===== config.mk =====
export PLATFORM = sky130hd
export DESIGN_NAME = lcd1602_responder
export DESIGN_NICKNAME = d
export VERILOG_FILES = /design/src/rtl/lcd1602_responder.sv
export SDC_FILE = /design/constraint.sdc
export NUM_CORES = 1
export LEC_CHECK = 0
export CAP_MARGIN = 5
export CELL_PAD_IN_SITES_DETAIL_PLACEMENT = 0
export CELL_PAD_IN_SITES_GLOBAL_PLACEMENT = 1
export CORE_MARGIN = 2
export CORE_UTILIZATION = 44
export DETAILED_ROUTE_END_ITERATION = 16
export HOLD_SLACK_MARGIN = 0.12
export PLACE_DENSITY = 0.65
export SETUP_SLACK_MARGIN = 0.2
export SLEW_MARGIN = 20
export SYNTH_ARGS = -nofsm -noshare
export SYNTH_HDL_FRONTEND = slang
export SYNTH_SLANG_ARGS = --single-unit

===== constraint.sdc =====
create_clock -name clk -period 5.09 [get_ports clk]
set_input_delay 1.2725 -clock clk [delete_from_list [all_inputs] [get_ports clk]]
set_output_delay 1.2725 -clock clk [all_outputs]
set_load 0.01 [all_outputs]

===== src/rtl/lcd1602_responder.sv =====
// HD44780/LCD1602 bus responder: DDRAM, address counter, display flags and renderer read port. Define LCD1602_CGRAM_EN for CGRAM storage.
// Transfers take effect with cmd_strobe, SYNC_STAGES+1 cycles after the host's enable falls. While busy, only busy-flag reads are accepted.
module lcd1602_responder #(
  parameter int SYNC_STAGES = 2,
  parameter int CMD_CYCLES  = 50,
  parameter int LONG_CYCLES = 2000
) (
  input  logic       clk,
  input  logic       reset,
  input  logic       lcd_en,
  input  logic       lcd_rs,
  input  logic       lcd_rw,
  input  logic [7:0] lcd_dat_in,
  output logic [7:0] lcd_dat_out,
  output logic       lcd_dat_oe,
  input  logic [6:0] rd_addr,
  output logic [7:0] rd_data,
  output logic [6:0] cursor_addr,
  output logic       disp_on,
  output logic       cursor_on,
  output logic       blink_on,
  output logic       two_line,
  output logic       busy,
  output logic       cmd_strobe,
  output logic       err_strobe
);

  localparam int MAX_CYCLES  = (LONG_CYCLES > CMD_CYCLES) ? LONG_CYCLES : CMD_CYCLES;
  localparam int CNT_W       = $clog2(MAX_CYCLES + 1);
  localparam int DDRAM_DEPTH = 80;

  typedef enum logic [0:0] {ST_RUN, ST_SWEEP} state_t;

  logic [10:0]      sync_q [SYNC_STAGES];
  logic             en_s, rs_s, rw_s;
  logic [7:0]       dat_s;
  logic             en_prev, rs_p, rw_p;
  logic [7:0]       dat_p;

  state_t           state;
  logic [6:0]       clr_idx;
  logic [CNT_W-1:0] busy_cnt;
  logic [6:0]       ac;
  logic             inc;
  logic             cg_sel;

  logic             fall, is_status, blocked, accept, is_instr, is_dwr, long_cmd, fn_dl0;
  logic             dd_we;
  logic [6:0]       dd_wa;
  logic [7:0]       dd_wd;
  logic [7:0]       ddram [DDRAM_DEPTH];
  logic [7:0]       host_q;
  logic [7:0]       cg_rd;

  function automatic logic ddram_legal(input logic [6:0] a);
    return (a < 7'h28) || ((a >= 7'h40) && (a < 7'h68));
  endfunction

  function automatic logic [6:0] ddram_idx(input logic [6:0] a);
    return (a < 7'h40) ? a : (a - 7'h40 + 7'd40);
  endfunction

  function automatic logic [6:0] ac_step(input logic [6:0] a, input logic up,
                                         input logic cg, input logic two);
    logic [5:0] c;
    logic [6:0] n;
    c = up ? (a[5:0] + 6'd1) : (a[5:0] - 6'd1);
    if (cg) begin
      n = {1'b0, c};
    end else if (two) begin
      if (up) n = (a == 7'h27) ? 7'h40 : (a == 7'h67) ? 7'h00 : (a + 7'd1);
      else    n = (a == 7'h40) ? 7'h27 : (a == 7'h00) ? 7'h67 : (a - 7'd1);
    end else begin
      if (up) n = (a == 7'h4F) ? 7'h00 : (a + 7'd1);
      else    n = (a == 7'h00) ? 7'h4F : (a - 7'd1);
    end
    return n;
  endfunction

  // All host lines share one synchronizer chain; the *_p copies hold the values seen while en was still high.
  always_ff @(posedge clk or negedge reset) begin
    if (!reset) begin
      for (int i = 0; i < SYNC_STAGES; i++) sync_q[i] <= '0;
      en_prev <= 1'b0;
      rs_p    <= 1'b0;
      rw_p    <= 1'b0;
      dat_p   <= 8'h00;
    end else begin
      sync_q[0] <= {lcd_en, lcd_rs, lcd_rw, lcd_dat_in};
      for (int i = 1; i < SYNC_STAGES; i++) sync_q[i] <= sync_q[i-1];
      en_prev <= en_s;
      rs_p    <= rs_s;
      rw_p    <= rw_s;
      dat_p   <= dat_s;
    end
  end

  assign {en_s, rs_s, rw_s, dat_s} = sync_q[SYNC_STAGES-1];

  always_comb begin
    fall      = en_prev & ~en_s;
    is_status = ~rs_p & rw_p;
    blocked   = fall & busy & ~is_status;
    accept    = fall & ~blocked;
    is_instr  = accept & ~rs_p & ~rw_p;
    is_dwr    = accept & rs_p & ~rw_p;
    long_cmd  = is_instr & (dat_p[7:2] == 6'd0) & (dat_p[1:0] != 2'd0);
    fn_dl0    = is_instr & (dat_p[7:5] == 3'b001) & ~dat_p[4];
  end

  always_comb begin
    dd_we = 1'b0;
    dd_wa = clr_idx;
    dd_wd = 8'h20;
    if (state == ST_SWEEP) begin
      dd_we = 1'b1;
    end else if (is_dwr && !cg_sel && ddram_legal(ac)) begin
      dd_we = 1'b1;
      dd_wa = ddram_idx(ac);
      dd_wd = dat_p;
    end
  end

  always_ff @(posedge clk or negedge reset) begin
    if (!reset) begin
      state       <= ST_SWEEP;
      clr_idx     <= 7'd0;
      busy_cnt    <= CNT_W'(LONG_CYCLES);
      busy        <= 1'b1;
      ac          <= 7'h00;
      inc         <= 1'b1;
      cg_sel      <= 1'b0;
      disp_on     <= 1'b0;
      cursor_on   <= 1'b0;
      blink_on    <= 1'b0;
      two_line    <= 1'b0;
      cmd_strobe  <= 1'b0;
      err_strobe  <= 1'b0;
      lcd_dat_oe  <= 1'b0;
      lcd_dat_out <= 8'h00;
    end else begin
      cmd_strobe <= accept;
      err_strobe <= blocked | fn_dl0;
      lcd_dat_oe <= en_s & rw_s;
      if (en_s && rw_s) lcd_dat_out <= rs_s ? host_q : {busy, ac};

      case (state)
        ST_SWEEP: begin
          clr_idx <= clr_idx + 7'd1;
          if (clr_idx == 7'(DDRAM_DEPTH - 1)) state <= ST_RUN;
        end
        default: clr_idx <= 7'd0;
      endcase

      if (accept && !is_status) begin
        busy     <= 1'b1;
        busy_cnt <= long_cmd ? CNT_W'(LONG_CYCLES) : CNT_W'(CMD_CYCLES);
      end else if (busy_cnt > CNT_W'(1)) begin
        busy_cnt <= busy_cnt - CNT_W'(1);
      end else begin
        busy_cnt <= '0;
        busy     <= 1'b0;
      end

      if (is_instr) begin
        casez (dat_p)
          8'b1???????: begin ac <= dat_p[6:0]; cg_sel <= 1'b0; end
          8'b01??????: begin ac <= {1'b0, dat_p[5:0]}; cg_sel <= 1'b1; end
          8'b001?????: two_line <= dat_p[3];
          8'b0001????: if (!dat_p[3]) ac <= ac_step(ac, dat_p[2], cg_sel, two_line);
          8'b00001???: {disp_on, cursor_on, blink_on} <= dat_p[2:0];
          8'b000001??: inc <= dat_p[1];
          8'b0000001?: begin ac <= 7'h00; cg_sel <= 1'b0; end
          8'b00000001: begin
            ac      <= 7'h00;
            inc     <= 1'b1;
            cg_sel  <= 1'b0;
            state   <= ST_SWEEP;
            clr_idx <= 7'd0;
          end
          default: ;
        endcase
      end else if (accept && rs_p) begin
        ac <= ac_step(ac, inc, cg_sel, two_line);
      end
    end
  end

  assign cursor_addr = ac;

  always_ff @(posedge clk) begin
    if (dd_we) ddram[dd_wa] <= dd_wd;
    rd_data <= ddram_legal(rd_addr) ? ddram[ddram_idx(rd_addr)] : 8'h00;
    host_q  <= cg_sel ? cg_rd : (ddram_legal(ac) ? ddram[ddram_idx(ac)] : 8'h00);
  end

`ifdef LCD1602_CGRAM_EN
  logic [7:0] cgram [64];
  logic       cg_we;

  assign cg_we = is_dwr & cg_sel;
  assign cg_rd = cgram[ac[5:0]];

  always_ff @(posedge clk) begin
    if (cg_we) cgram[ac[5:0]] <= dat_p;
  end
`else
  assign cg_rd = 8'h00;
`endif

endmodule

==> results.cfg <==
[critical_path]
start_kind = flop
crit_path_end_kind = flop
slowest_stage = nor2_1
critPathArrivalTime_ns = 4.24
crit_required_ns = 5.34
cp_cell_sequence = inv_1 -> ha_1 -> o2111ai_4 -> nor2_4 -> buf_4 -> mux2i_1 -> or4b_1 -> nor2_1
cp_num_buf_inv = 2
r2r_slack_ns = 1.11
r2r_end = ddram[46][3]
reg2reg_depth = 8
crit_family = simple AND/OR/NAND/NOR gates
criticalPathCategory = reg2reg
slowest_delay_ns = 0.85
rr_startpoint = cursor_addr[3]
cp_max_fo = 20

[hold_path]
hold_path_startpoint = dat_s[4]
hold_path_depth = 0
hold_path_class = reg2reg
holdPathEnd = dat_p[4]

[placement]
postPlaceCellArea_sq_um = 36800
dp_slack_ns = 0.802
place.port_buffers = 50
dp_hpwl_microns = 67500
place_congestion = 0.907
dp.cells = 3031

[detailed_routing]
vias = 20100
drt-total-wl_microns = 101000
routed_via_density = 6.32
wire_per_inst_microns = 31.7
first_pass_iters = 7
postRouteAntennaNets = 0
drt_iter0_drc = 2392
drc = 0

[power_and_ir_drop]
p_total_mw = 18.4
leakagePower_nw = 13.3
ir_worst_vdd_mv = 0.382
powerDensity_nw_per_um2 = 466

[clocking]
cts_hold_buf = 0
root_buffer = clkbuf_16
worst_skew_pair.late_latency_ns = 0.65
clk_pin_slew_worst_paths_ns = 0.07
cts_max_path_buffers = 3
cts_tree = done
numCtsBuffers = 82
cts-resized-gates = 0
cts_sinks = 733
cts_setup_buffers = 0
cts_htree_levels = 3

[logic_synthesis]
synth_top_cell_by_area = edfxtp_1
avgSynthCellArea_sq_um = 17.7
synth_top_area_share = 0.559
netlist_area_sq_um = 34400
syn_nets = 1969
ys.flop_type = edfxtp_1
synth-seq-area-share = 0.625
ys_async_sr_fraction = 0.105
synth_warnings = 0
synth.distinct_cells = 73
synth_most_common_cell = edfxtp_1
synthTopCellsByArea = edfxtp_1 56%, mux4_2 23%, dfrtp_1 5.0%, mux2i_1 1.4%, nand2_1 1.2%
synth_edf_count = 640
ys_ff_latch = 733
synthCells = 1939
synth_top_cells_by_count = 640 x edfxtp_1, 352 x mux4_2, 113 x nand2_1, 94 x nor2_1, 76 x clkbuf_1

[final_layout]
area_delta_synth_final_pct = 14.8
final_core_util = 0.510
design_area_sq_um = 39500
nets = 2105
multi_input_area_sq_um = 12400
drive_gt1_frac = 0.307
n_fill_cell = 6369
layout.cells.non_filler = 3184
regArea_sq_um = 21500

[global_route]
gr-usage-met1 = 0.370
antenna_found_initial = 3
grt_overflow = 0
met3_usage = 0.0479
grt.busiest_layer = met2
grt_pass1_wl_microns = 148000
grt_pass1_vias = 20200
grt_start_max_net_pins = 81
track_usage = 0.255
grt_use_met2 = 0.394

[sta]
slew_headroom = 0.215
rsz0062_at_grt = no
hold_ws_ns = 0.324
clock-skew-final_ns = 0.0342
setup_violations = 0
min_period_over_period = 0.783
worst-slew-pin-transition_ns = 1.18
fmax_mhz = 251
setup_ws_ns = 1.11
hold_viol = 0
finalCriticalPeriod_ns = 3.98
drv_slew = 0
final.setup.tns_ns = 0

[status]
status = completed

[floorplanning]
initial_core_util = 0.444
ios = 51
fp.dieW_microns = 284
row_count = 102
dieHeight_microns = 284
die_area_sq_um = 80400
core_region_area_sq_um = 77300

[job]
drv_cap = 0
==> logic make-up after synthesis <==
logic type | Yosys count | synth area share
xor gates and xnor gates | 28 | 0.00735
buffers and inverters | 151 | 0.0175
AOI/OAI and AO/OA | 240 | 0.0472
muxes | 407 | 0.247
DFF | 733 | 0.625
adders and majority gates | 10 | 0.00364
and+or+nand+nor | 370 | 0.0525
==> cell usage in the layout, fill, tap and decap left out, types with 8 or more instances in the layout <==
| cell | n |
|---|---|
| nor3_1 | 21 |
| mux2i_1 | 47 |
| nand3_1 | 26 |
| a211oi_1 | 11 |
| buf_4 | 122 |
| clkbuf_16 | 85 |
| nor2b_1 | 35 |
| dfrtp_1 | 66 |
| o21ai_0 | 45 |
| dfxtp_1 | 16 |
| nand2b_1 | 15 |
| clkdlybuf4s50_1 | 46 |
| clkinv_2 | 23 |
| nand2_1 | 113 |
| nor2_1 | 92 |
| clkinv_1 | 9 |
| a22oi_1 | 33 |
| o22ai_1 | 17 |
| a32oi_1 | 10 |
| a211o_1 | 9 |
| clkbuf_1 | 21 |
| dfstp_2 | 9 |
| edfxtp_1 | 640 |
| and3_1 | 10 |
| buf_12 | 10 |
| a21oi_1 | 56 |
| a31o_2 | 8 |
| ha_1 | 10 |
| xnor2_1 | 18 |
| mux4_2 | 352 |
| inv_1 | 23 |
==> routing by layer <==
| metal | up-vias | wire (microns) |
|---|---|---|
| met4 | 2 | 3370 |
| li1 | 8346 | - |
| met2 | 860 | 47500 |
| met1 | 10800 | 42300 |
| met5 | - | 13 |
| met3 | 158 | 7770 |
==> state kept, by name (all words and copies together) (netlist names), 7 cells and up <==
| signal | flops |
|---|---|
| dat_p | 8 |
| cursor_addr | 7 |
| lcd_dat_out | 8 |
| clr_idx | 7 |
| ddram | 640 |
| dat_s | 8 |
| rd_data | 8 |
| busy_cnt | 11 |
| sync_q | 11 |
| host_q | 8 |
==> report_power, final <==
group,switching [mW],internal (mW)
sequential,0.321,6.64
clock,2.46,3.38
combinational,3.24,2.35
total,6.02,12.4
==> area by class of cell <==
| class | count | share of cell area |
|---|---|---|
| multi-input combinational | 1055 | 0.313 |
| antenna | 1 | 0.0000634 |
| timing repair buffer | 179 | 0.0403 |
| tap | 1040 | 0.0330 |
| inverter | 24 | 0.00228 |
| clock inverter | 46 | 0.0106 |
| clock buffer | 106 | 0.0559 |
| sequential | 733 | 0.545 |
==> how the worst max path moves through the flow <==
stage / start / end / slack [ns] / cells after the start
5_1_grt: en_s / ddram[31][4] / 0.95 / 9
4_1_cts: cursor_addr[0] / cursor_addr[0] / 1.08 / 2
3_5_place_dp: rd_addr[3] / rd_data[0] / 0.80 / 9
3_3_place_gp: rd_addr[3] / rd_data[0] / 0.81 / 9
2_1_floorplan: cursor_addr[3] / ddram[0][1] / -0.05 / 5
6_report: cursor_addr[3] / ddram[46][3] / 1.11 / 8
Power figures use the tool's default switching activity.
